--- src/rtl/dmux_nway_fifo.sv ---
// 1-to-N flow-controlled demultiplexer with a DEPTH-entry FIFO per output channel.
// Optional broadcast input and logic are built when DMUX_BROADCAST_EN is defined.
module dmux_nway_fifo #(
    parameter int WIDTH = 4,
    parameter int N     = 8,
    parameter int SEL_W = $clog2(N),
    parameter int DEPTH = 2
) (
    input  logic               clk,
    input  logic               rst_n,
    input  logic [WIDTH-1:0]   entrada,
    input  logic [SEL_W-1:0]   sel,
    input  logic               in_valid,
    output logic               in_ready,
    output logic [N*WIDTH-1:0] saida,
    output logic [N-1:0]       out_valid,
    input  logic [N-1:0]       out_ready,
    output logic [7:0]         err_cnt
`ifdef DMUX_BROADCAST_EN
    ,
    input  logic               bcast
`endif
);

    localparam int PW = (DEPTH > 1) ? $clog2(DEPTH) : 1;
    localparam int CW = $clog2(DEPTH + 1);

    logic [PW-1:0]    wp  [N];
    logic [PW-1:0]    rp  [N];
    logic [CW-1:0]    cnt [N];
    logic [WIDTH-1:0] mem [N][DEPTH];

    logic         bc;
    logic         in_range;
    logic         sel_full;
    logic         any_full;
    logic [N-1:0] push;
    logic [N-1:0] pop;

    function automatic logic [PW-1:0] nxt(input logic [PW-1:0] p);
        return (p == PW'(DEPTH - 1)) ? '0 : p + PW'(1);
    endfunction

    // in_ready looks only at registered counts, never at out_ready.
    always_comb begin
`ifdef DMUX_BROADCAST_EN
        bc = bcast;
`else
        bc = 1'b0;
`endif
        in_range = ({1'b0, sel} < (SEL_W + 1)'(N));
        sel_full = 1'b0;
        any_full = 1'b0;
        for (int i = 0; i < N; i++) begin
            if (cnt[i] == CW'(DEPTH)) begin
                any_full = 1'b1;
                if (sel == SEL_W'(i))
                    sel_full = 1'b1;
            end
        end
        if (!rst_n)
            in_ready = 1'b0;
        else if (bc)
            in_ready = !any_full;
        else if (!in_range)
            in_ready = 1'b1;
        else
            in_ready = !sel_full;
        for (int i = 0; i < N; i++)
            push[i] = in_valid && in_ready && (bc || (in_range && sel == SEL_W'(i)));
    end

    always_comb begin
        saida = '0;
        for (int i = 0; i < N; i++) begin
            out_valid[i] = (cnt[i] != '0);
            if (out_valid[i])
                saida[i*WIDTH +: WIDTH] = mem[i][rp[i]];
        end
        pop = out_valid & out_ready;
    end

    always_ff @(posedge clk or negedge rst_n) begin
        if (!rst_n) begin
            for (int i = 0; i < N; i++) begin
                wp[i]  <= '0;
                rp[i]  <= '0;
                cnt[i] <= '0;
            end
            err_cnt <= '0;
        end else begin
            for (int i = 0; i < N; i++) begin
                if (push[i])
                    wp[i] <= nxt(wp[i]);
                if (pop[i])
                    rp[i] <= nxt(rp[i]);
                if (push[i] && !pop[i])
                    cnt[i] <= cnt[i] + CW'(1);
                else if (!push[i] && pop[i])
                    cnt[i] <= cnt[i] - CW'(1);
            end
            // Out-of-range words are accepted and discarded; only the drop is counted.
            if (in_valid && in_ready && !bc && !in_range && err_cnt != 8'hff)
                err_cnt <= err_cnt + 8'd1;
        end
    end

    // Storage is deliberately left out of reset.
    always_ff @(posedge clk) begin
        for (int i = 0; i < N; i++)
            if (push[i])
                mem[i][wp[i]] <= entrada;
    end

endmodule

--- config.mk ---
export PLATFORM = sky130hd
export DESIGN_NAME = dmux_nway_fifo
export DESIGN_NICKNAME = d
export VERILOG_FILES = /design/src/rtl/dmux_nway_fifo.sv
export SDC_FILE = /design/constraint.sdc
export NUM_CORES = 1
export LEC_CHECK = 0
export ABC_CLOCK_PERIOD_IN_PS = 3450
export CORE_AREA = 2 2 87 89
export CTS_BUF_LIST = sky130_fd_sc_hd__clkbuf_8
export DETAILED_ROUTE_END_ITERATION = 16
export DIE_AREA = 0 0 89 91
export PLACE_DENSITY = 0.85
export SLEW_MARGIN = 25
export SYNTH_ARGS = -nofsm -noshare
export SYNTH_HDL_FRONTEND = slang
export SYNTH_SLANG_ARGS = --single-unit
--- constraint.sdc ---
create_clock -name clk -period 3.45 [get_ports clk]
set_input_delay 0.69 -clock clk [delete_from_list [all_inputs] [get_ports clk]]
set_output_delay 0.69 -clock clk [all_outputs]
set_load 0.01 [all_outputs]
=== Yosys cells after proc, flatten, opt, wreduce, memory -nomap -nowiden ===
Memories as Yosys holds them, arrays and structs flattened.
Cells that the tools add are included.

* Flip-flop bits (word level): 32
* Bits in latches: 0
* RAM bits: 64
* Memory bits (read-only): 0
* Input bits: 18
* Output and inout bits: 49
* Logic and storage cells: 321
* Memories kept: 1

{| class="wikitable"
|+ Memories
! name !! depth !! bits a word !! read ports !! clocked after Yosys merged registers in !! wr ports !! line !! text
|-
| mem || 8 || 8 || 8 || 0 || 1 || 31 || <nowiki>logic [WIDTH-1:0] mem [N][DEPTH];</nowiki>
|}

* $add $sub $neg: 32
* Multipliers: 0
* Div/mod/pow operators: 0
* Magnitude comparators: 24
* Eq/ne operators: 15
* Shifts and indexed selects: 0
* Multiplexer cells: 134
* Bitwise operators: 17
* Reductions and logical operators: 74

{| class="wikitable"
|+ Operators with widths
! operator !! count
|-
| 2-to-1 mux 8 bit || 22
|-
| 2-to-1 mux 4 bit || 40
|-
| OR reduction 8 bit || 7
|-
| 2-to-1 mux 1 bit || 41
|-
| logical AND 1 bit || 33
|-
| demux 4 bit (select 1 bit) || 8
|-
| greater-or-equal comparator 2 bit, second input constant || 16
|-
| 2-to-1 mux 2 bit || 16
|-
| inverter 1 -> 2 bit || 16
|-
| nonzero test 2 bit || 16
|-
| 2-to-1 mux 3 bit || 7
|-
| logical NOT 1 bit || 17
|-
| adder 1 bit, second input constant || 16
|-
| adder 2 x 1 -> 2 bit, second input constant || 8
|-
| == test 2 bit, second input constant || 8
|-
| less-than comparator 2 x 1 -> 1 bit, second input constant || 8
|-
| subtractor 2 x 1 -> 2 bit, second input constant || 8
|-
| == test 3 bit, second input constant || 4
|-
| bitwise AND 8 bit || 1
|-
| == test 3 x 2 -> 1 bit, second input constant || 2
|-
| == test 3 x 1 -> 1 bit, second input constant || 1
|-
| logical NOT 3 bit || 1
|}

=== Logic depth before layout (Yosys ltp) ===
Gate-level depths: netlist (run 1).

* Depth after elaboration: 31
* Gate-level depth with buffers: 7
* Mapped depth without buffers: 6

=== Worst setup path before layout (run 1) ===
OpenSTA, ideal clock, no wires.

* Kind: in2out
* Start point: input sel[0]
* End point: output in_ready
* Data arrival time: 1.636 ns
* Required time: 2.760 ns
* Path slack: 1.124 ns
* Stages: 3
* Path buffers: 1
* Cells stage by stage: buf_2 -> mux4_2 -> o22ai_1

* Longest elaborated chain between the ends: 19
* Elaborated cells on any way between the ends: 26
* Classes of those cells: 7 x eq/ne; 17 x mux; 2 x reduce/logical

{| class="wikitable"
|+ RTL lines
! element !! line !! text
|-
| from (decl) || 12 || <nowiki>input logic [SEL_W-1:0] sel,</nowiki>
|-
| logical NOT 3 bit || 57 || <nowiki>if (sel == SEL_W'(i))</nowiki>
|-
| 2-to-1 mux 1 bit || 57 ||
|-
| 2-to-1 mux 1 bit || 55 || <nowiki>if (cnt[i] == CW'(DEPTH)) begin</nowiki>
|-
| 2-to-1 mux 1 bit || 57 ||
|-
| 2-to-1 mux 1 bit || 55 ||
|-
| 2-to-1 mux 1 bit || 57 ||
|-
| 2-to-1 mux 1 bit || 55 ||
|-
| 2-to-1 mux 1 bit || 57 ||
|-
| [... 3 more ...] || - ||
|-
| 2-to-1 mux 1 bit || 57 ||
|-
| 2-to-1 mux 1 bit || 55 ||
|-
| 2-to-1 mux 1 bit || 57 ||
|-
| 2-to-1 mux 1 bit || 55 ||
|-
| 2-to-1 mux 1 bit || 57 ||
|-
| 2-to-1 mux 1 bit (*) || 55 ||
|-
| logical NOT 1 bit (*) || 68 || <nowiki>in_ready = !sel_full;</nowiki>
|-
| 2-to-1 mux 1 bit (*) || 61 || <nowiki>if (!rst_n)</nowiki>
|-
| to (decl) || 14 || <nowiki>output logic in_ready,</nowiki>
|}

Every way passes the cells marked *; elsewhere a longest branch is shown, timed or not.

=== Worst setup path after layout (run 1) ===
Same ends and word-level chain as after synthesis.

==> impl_metrics.toml, run 1 <==
[setup_path]
reg2reg_from = "cnt[14]"
critical_path.most_common_cell = "clkdlybuf4s50_1"
crit_chain = "clkdlybuf4s50_1 > buf_4 > or3b_1 > a21oi_1 > o22ai_1 > clkdlybuf4s50_1"
crit_arrival_ns = 2.60
path_delay_family = "buffers and inverters"
critPathRequiredTime_ns = 2.76
ff2ff_setup_slack_ns = 1.76
slowest_delay_ns = 0.52
critPathKind = "in -> out"
crit_path_start_kind = "primary input"
cp.depth = 6
crit_path_end_kind = "output pin"
worstReg2RegEnd = "cnt[15]"
cpMaxStageDelayCell = "clkdlybuf4s50_1"
reg2reg_depth = 6
critPathMaxFanout = 6
cp_num_buf_inv = 3

[run]
maxCapViolations = 0

[cts]
cts_resized = 0
clock_latency_ns = 0.36
htreeDepth = 3
cts.sinks = 96
cts_tree = "yes"
clock_path_buffers = 2
path_clk_slew_ns = 0.09
cts_post_setup_buffers_inserted = 0
cts_root_buffer = "clkbuf_8"
cts_hold_buf = 0
cts_inserted_buffers = 9

[routing]
post_drt_wl_per_cell_um = 15.2
wl_mm = 7.23
dr_total_vias = 2390
via_per_inst = 5.04
drt_iter0_drc = 52
drc_errors = 0
first_pass_iters = 4
ant_nets = 0

[pwr]
ir_worst_vdd_mv = 0.394
power_density_nw_per_um2 = 744
power.leakage_nw = 1.99

[cells_and_area]
final_common_cell = "edfxtp_1"
syn_to_final_growth_pct = 20.3
num_antenna_cells = 0
drive_above_1_share_pct = 9.33
final_cell_mix = "64 x edfxtp_1, 57 x clkdlybuf4s50_1, 48 x nor2_1"
nets = 396

[sta]
max_slew_margin_pct = 42.4
worst_slack_ns = 0.159
setup_viol = 0
hold_viol = 0
layout_min_cycle_time_ns = 3.29
fmax_mhz = 304
tightest_slew_ns = 0.857
finClkSkew_ns = 0.0114
tns_ns = 0
slew_viol_final = 0
whs_ns = 0.323
rsz0062_at_grt = "no"
period_share_pct = 95.4

[synthesis]
synth_area_um2 = 4230
syn_area_per_cell_um2 = 13.9
yosysWarnings = 0
synth-seq-cells = 96
yosysSeqAreaShare_pct = 64.4
synth.distinct_cells = 30
synthCells = 305

[floorplanning]
die_height_um = 91
dieArea_um2 = 8100
pin_count = 67
initial_core_util_pct = 59.3
rows = 31
core_um2 = 7140
die_x_um = 89

[placement]
portBuffers = 58
routabilityCongestion = 0.790
pre_cts_slack_ns = 0.155
dp_hpwl_mm = 5.23

[global_route]
grtUsageMet3_pct = 3.55
grt_pass1_wl_mm = 11.9
first_global_vias = 2430
grt_usage_pct = 19.8
grt.met2_usage_pct = 31.7
grt_max_degree = 19
met1_usage_pct = 26.4
busiest_layer = "met2"
antenna_found_initial = 0
overflow = 0

[status]
status = "finished clean"

[hold_path]
min_path_type = "in -> async"
-- routing by layer --
| metal | part of all wire (%) | up-vias |
|---|---|---|
| li1 | - | 1176 |
| met2 | 50 | 56 |
| met4 | 1.4 | 0 |
| met3 | 4.0 | 8 |
| met1 | 44 | 1150 |
| met5 | 0 | - |
-- sequential cells by signal, indices dropped and copies added, names as in the netlist --
name	flops
mem	64
rp	8
wp	8
cnt	16
-- where the power goes --
| part | internal, mW | switching (mW) | leakage [nW] |
|---|---|---|---|
| clock | 0.284 | 0.373 | 0.0926 |
| sequential | 1.45 | 0.304 | 0.953 |
| combinational | 0.790 | 0.592 | 0.949 |
| total | 2.52 | 1.27 | 2.00 |
-- worst max path at each step --
stage | startpoint | end | slack [ns]
2_1_floorplan | sel[0] | in_ready | 1.12
3_3_place_gp | sel[0] | in_ready | 0.21
3_5_place_dp | sel[0] | in_ready | 0.15
4_1_cts | sel[0] | in_ready | 0.15
5_1_grt | sel[0] | in_ready | 0.08
6_report | sel[0] | in_ready | 0.16
-- Yosys cell counts --
cell       count  area share [%]
edfxtp_1      64              45
nor2_1        48             4.3
dfrtp_1       32              19
mux2i_1       32             7.6
xor2_1        24             5.0
xnor2_1       16             3.3
inv_1          9            0.80
nor2b_1        9             1.3
and2_1         8             1.2
buf_4          8             1.4
clkbuf_1       8            0.71
ha_1           8             2.4
o21ai_0        8            0.95
nor3_2         6             1.4
nor4_1         6            0.89
nand2b_1       3            0.44
buf_2          2            0.24
nand2_1        2            0.18
a2111oi_4      1            0.65
a21oi_1        1            0.12
a311o_1        1            0.24
conb_1         1           0.089
mux4_2         1            0.53
nand3_2        1            0.24
nand3b_1       1            0.18
nand3b_4       1            0.47
nor4_4         1            0.50
nor4bb_1       1            0.24
o22ai_1        1            0.15
or3b_1         1            0.21
-- final cells by class --
cell class | count | area (um2)
Inverter | 9 | 33.8
Clock inverter | 6 | 43.8
Clock buffer | 10 | 138
Fill cell | 503 | 2050
Tap cell | 99 | 124
Timing Repair Buffer | 65 | 628
Multi-Input combinational cell | 189 | 1400
Sequential cell | 96 | 2720
-- through the flow --
stage / cells / instance area (um2) / power, mW / util [%]
2_1_floorplan: 312 / 4260 / 2.54 / -
3_3_place_gp: 458 / 4910 / 3.11 / 68.8
3_5_place_dp: 458 / 4910 / 3.16 / 68.8
4_1_cts: 474 / 5090 / 3.82 / 71.3
5_1_grt: 474 / 5090 / 4.02 / 71.3
6_report: 474 / 5090 / 3.79 / 71.3
-- cell families (layout without fill, tap and decap cells) --
logic type / count (synthesis) / count (layout) / synth area share (%)
AND/OR/NAND/NOR: 88 / 88 / 11.5
XOR/XNOR: 40 / 40 / 8.28
buffers and inverters: 27 / 90 / 3.16
flip-flops: 96 / 96 / 64.4
multiplexers: 33 / 33 / 8.10
AO/OA/AOI/OAI: 12 / 12 / 2.10
adder cells (fa/ha/maj): 8 / 8 / 2.37
other: 1 / 8 / 0.0886
(Power assumes the default switching activity.)
==> run 2, diff against run 1 <==
Settings changed: REMOVE_ABC_BUFFERS from default to 1, SKIP_LAST_GASP from default to 1.
==> run 2 against run 1 <==
Effect of this change:
- die area unchanged
- largest power group unchanged
- sequential power is essentially flat
- non-clock buffer count stayed put
- clock skew fell by 0.0067 ns
==> impl_metrics.toml, run 2 (same netlist as run 1, synthesis figures left out) <==
[sta]
slew_viol_final = 0
tightest_slew_ns = 0.828
rsz0062_at_grt = "no"
period_share_pct = 92.5
layout_min_cycle_time_ns = 3.19
max_slew_margin_pct = 44.3
hold_viol = 0
fmax_mhz = 313
setup_viol = 0
worst_slack_ns = 0.260
finClkSkew_ns = 0.00471
tns_ns = 0

[cts]
cts_hold_buf = 0
cts.sinks = 96
cts_tree = "yes"
cts_post_setup_buffers_inserted = 0
clock_path_buffers = 2
clock_latency_ns = 0.36
cts_root_buffer = "clkbuf_8"
path_clk_slew_ns = 0.08
cts_resized = 0
cts_inserted_buffers = 9
htreeDepth = 3

[status]
status = "finished clean"

[global_route]
overflow = 0
first_global_vias = 2414
grt_max_degree = 31
antenna_found_initial = 0
grt_pass1_wl_mm = 12.3
grt_usage_pct = 20.8

[setup_path]
crit_arrival_ns = 2.50
cpMaxStageDelayCell = "clkdlybuf4s50_1"
critPathKind = "in -> out"
crit_path_end_kind = "output pin"
slowest_delay_ns = 0.49
cp_num_buf_inv = 3
critical_path.most_common_cell = "clkdlybuf4s50_1"
crit_chain = "clkdlybuf4s50_1 > buf_4 > or3b_1 > a21oi_1 > o22ai_1 > clkdlybuf4s50_1"
crit_path_start_kind = "primary input"
path_delay_family = "buffers and inverters"
critPathMaxFanout = 8
critPathRequiredTime_ns = 2.76

[cells_and_area]
drive_above_1_share_pct = 8.27
largest_reg_flops = 64
nets = 396
syn_to_final_growth_pct = 20.9
final_common_cell = "edfxtp_1"
num_antenna_cells = 0
final_cell_mix = "64 x edfxtp_1, 57 x clkdlybuf4s50_1, 48 x nor2_1"

[floorplanning]
core_um2 = 7140
die_height_um = 91
die_x_um = 89
initial_core_util_pct = 59.3
dieArea_um2 = 8100
pin_count = 67
rows = 31

[placement]
portBuffers = 58
pre_cts_slack_ns = 0.275
routabilityCongestion = 0.795
dp_hpwl_mm = 5.31

[pwr]
ir_worst_vdd_mv = 0.414
power_density_nw_per_um2 = 766
power.leakage_nw = 2.02

[routing]
first_pass_iters = 4
post_drt_wl_per_cell_um = 16.1
drc_errors = 0
ant_nets = 0
dr_total_vias = 2438
wl_mm = 7.63
drt_iter0_drc = 123
via_per_inst = 5.14

[run]
maxCapViolations = 0

[hold_path]
min_path_type = "in -> async"
-- run 2: cell types whose count changed in the layout (fill, tap and decap cells not counted) --
cell / change
inv_6: -1
inv_1: +3
bufinv_16: +2
clkinvlp_4: -1
clkinv_1: +1
clkbuf_8: -1
clkinv_2: -1
clkinv_4: -2
-- run 2: power breakdown --
group          internal (mW)  switching [mW]
registers               1.45           0.314
logic                  0.790           0.605
clock network          0.397           0.362
total                   2.63            1.28
-- run 2: final timing paths --
| kind | startpoint | to | slack, ns | depth (start not counted) |
|---|---|---|---|---|
| worst min-delay path | rst_n | cnt[7] | 0.16 | 1 |
| worst min register to register | wp[2] | wp[2] | 0.49 | 1 |
| worst max register to register | cnt[8] | cnt[9] | 1.75 | 6 |
| worst max-delay path | sel[0] | in_ready | 0.26 | 6 |
| max in group asynchronous | rst_n | rp[2] | 2.65 | 2 |
| min in group clk | wp[2] | wp[2] | 0.49 | 1 |
-- run 2: layer usage --
metal  GRT usage (%)  part of all wire, %
met1            29.1                   44
met4            7.46                  1.7
met5               0                    0
met2            32.6                   49
met3            4.09                  4.6
-- run 2: area by class of cell --
type / instances / area, um2
well taps: 99 / 124
flip-flops and latches: 96 / 2720
clock inverters: 7 / 80.1
fillers: 519 / 2020
clock buffers: 9 / 124
repair buffers: 65 / 628
multi-input cells: 189 / 1400
inverters: 9 / 33.8
-- run 2: per-stage QoR --
stage	hold slack (ns)	power, mW	area, um2	cells	util (%)
final	0.160	3.91	5110	474	71.6
after global routing	0.144	4.15	5110	474	71.6
after CTS	0.156	3.93	5110	474	71.6
after detailed placement	0.478	3.17	4910	458	68.8
after global placement	0.470	3.12	4910	458	68.8
after floorplan	0.394	2.50	4160	294	-
==> run 3, diff against run 2 <==
Settings changed: CTS_BUF_LIST sky130_fd_sc_hd__clkbuf_8 to sky130_fd_sc_hd__clkbuf_2 sky130_fd_sc_hd__clkbuf_4 sky130_fd_sc_hd__clkbuf_8.
==> run 3 against run 2 <==
Effect of this change:
- clock power up 3.8%
- global-route usage unchanged
- first-iteration DRC count down 4.1%
- cell count unchanged
- flip-flop and latch count unchanged
- maximum frequency about the same
- clock skew about the same
- total power up 0.74%
- worst hold slack about the same
- worst setup slack better by 0.0021 ns
- non-clock buffer count unchanged
- highest routed layer unchanged
==> impl_metrics.toml, run 3 (same netlist as run 1, synthesis figures left out) <==
[setup_path]
worstReg2RegEnd = "cnt[9]"
crit_chain = "clkdlybuf4s50_1 > buf_4 > or3b_1 > a21oi_1 > o22ai_1 > clkdlybuf4s50_1"
slowest_delay_ns = 0.49
critPathLaunch = "sel[0]"
critPathMaxFanout = 8
cpMaxStageDelayCell = "clkdlybuf4s50_1"
critPathRequiredTime_ns = 2.76
crit_arrival_ns = 2.50
crit_path_start_kind = "primary input"
critical_path.most_common_cell = "clkdlybuf4s50_1"
critPathKind = "in -> out"
ff2ff_setup_slack_ns = 1.76
reg2reg_depth = 6
reg2reg_from = "cnt[8]"
crit_path_end_kind = "output pin"

[cells_and_area]
final_common_cell = "edfxtp_1"
final_cell_mix = "64 x edfxtp_1, 57 x clkdlybuf4s50_1, 48 x nor2_1"
drive_above_1_share_pct = 9.07
syn_to_final_growth_pct = 21.1
largest_reg_flops = 64
nets = 396
postLayoutCellArea_um2 = 5120
num_antenna_cells = 0

[routing]
drt_iter0_drc = 118
via_per_inst = 5.15
drc_errors = 0
post_drt_wl_per_cell_um = 16.0
ant_nets = 0
wl_mm = 7.60
dr_total_vias = 2441
first_pass_iters = 4

[pwr]
power_density_nw_per_um2 = 770
power.leakage_nw = 2.02
clockPowerShare_pct = 20.0
ir_worst_vdd_mv = 0.410
pwr-share-comb_pct = 35.4
p_sw_mw = 1.28
share_seq_of_total_power_pct = 44.7
p_sw_share_pct = 32.4
p_int_mw = 2.66

[placement]
dp_hpwl_mm = 5.31
placedInstanceArea_um2 = 4910
routabilityCongestion = 0.795
portBuffers = 58

[floorplanning]
core_um2 = 7140
rows = 31
pin_count = 67
die_height_um = 91
die_x_um = 89
dieArea_um2 = 8100
initial_core_util_pct = 59.3

[global_route]
grt_pass1_wl_mm = 12.3
grt_max_degree = 31
antenna_found_initial = 0
grt_usage_pct = 20.8
overflow = 0
first_global_vias = 2414

[sta]
fmax_mhz = 314
tns_ns = 0
rsz0062_at_grt = "no"
layout_min_cycle_time_ns = 3.19
max_slew_margin_pct = 43.3
slew_viol_final = 0
finClkSkew_ns = 0.00475
hold_viol = 0
setup_viol = 0
tightest_slew_ns = 0.843
period_share_pct = 92.4

[cts]
htreeDepth = 3
cts_root_buffer = "clkbuf_8"
cts_tree = "yes"
cts_post_setup_buffers_inserted = 0
clock_path_buffers = 2
path_clk_slew_ns = 0.08
cts.sinks = 96
clock_latency_ns = 0.36
cts_hold_buf = 0
cts_resized = 0
cts_inserted_buffers = 9

[status]
status = "finished clean"

[run]
maxCapViolations = 0

[hold_path]
min_path_type = "in -> async"
## run 3: cell types whose count changed in the layout (fill, tap and decap cells not counted)
cell	delta
clkbuf_4	+3
inv_1	-3
## run 3: worst max-delay path by stage
stage	to	slack, ns	cells past startpoint
global placement	in_ready	0.30	6
detailed placement	in_ready	0.27	6
floorplan	in_ready	1.38	2
finish	in_ready	0.26	6
global route	in_ready	0.19	6
CTS	in_ready	0.26	6
## run 3: area by class of cell
cell class	instances	area, um2
Clock buffer	12	146
Timing Repair Buffer	65	628
Clock inverter	4	68.8
Tap cell	99	124
Fill cell	515	2010
Multi-Input combinational cell	189	1400
Sequential cell	96	2720
Inverter	9	33.8
## run 3: routing by layer
layer / GRT usage, % / part of all wire [%]
met2: 32.6 / 49
met1: 29.1 / 44
met4: 7.46 / 1.8
met3: 4.09 / 4.5
met5: 0 / 0
## run 3: power by group through the flow
stage | logic [mW] | registers [mW] | clock network (mW)
after global placement | 1.36 | 1.76 | 0
after global routing | 1.52 | 1.80 | 0.862
after floorplan | 0.795 | 1.70 | 0
after CTS | 1.41 | 1.76 | 0.801
final | 1.39 | 1.76 | 0.788
after detailed placement | 1.40 | 1.77 | 0
## run 3: metrics by stage
stage / instances / power, mW / hold slack [ns] / worst slack [ns] / util [%]
after floorplan: 294 / 2.50 / 0.394 / 1.38 / -
after global placement: 458 / 3.12 / 0.470 / 0.301 / 68.8
after detailed placement: 458 / 3.17 / 0.478 / 0.275 / 68.8
after CTS: 474 / 3.96 / 0.156 / 0.261 / 71.8
after global routing: 474 / 4.18 / 0.144 / 0.186 / 71.8
final: 474 / 3.94 / 0.161 / 0.262 / 71.8
## run 3: critical path: cells and delay by family
family	cells	cell delay, ns
AO/OA/AOI/OAI	2	0.26
buffers and inverters	3	1.15
AND/OR/NAND/NOR	1	0.39
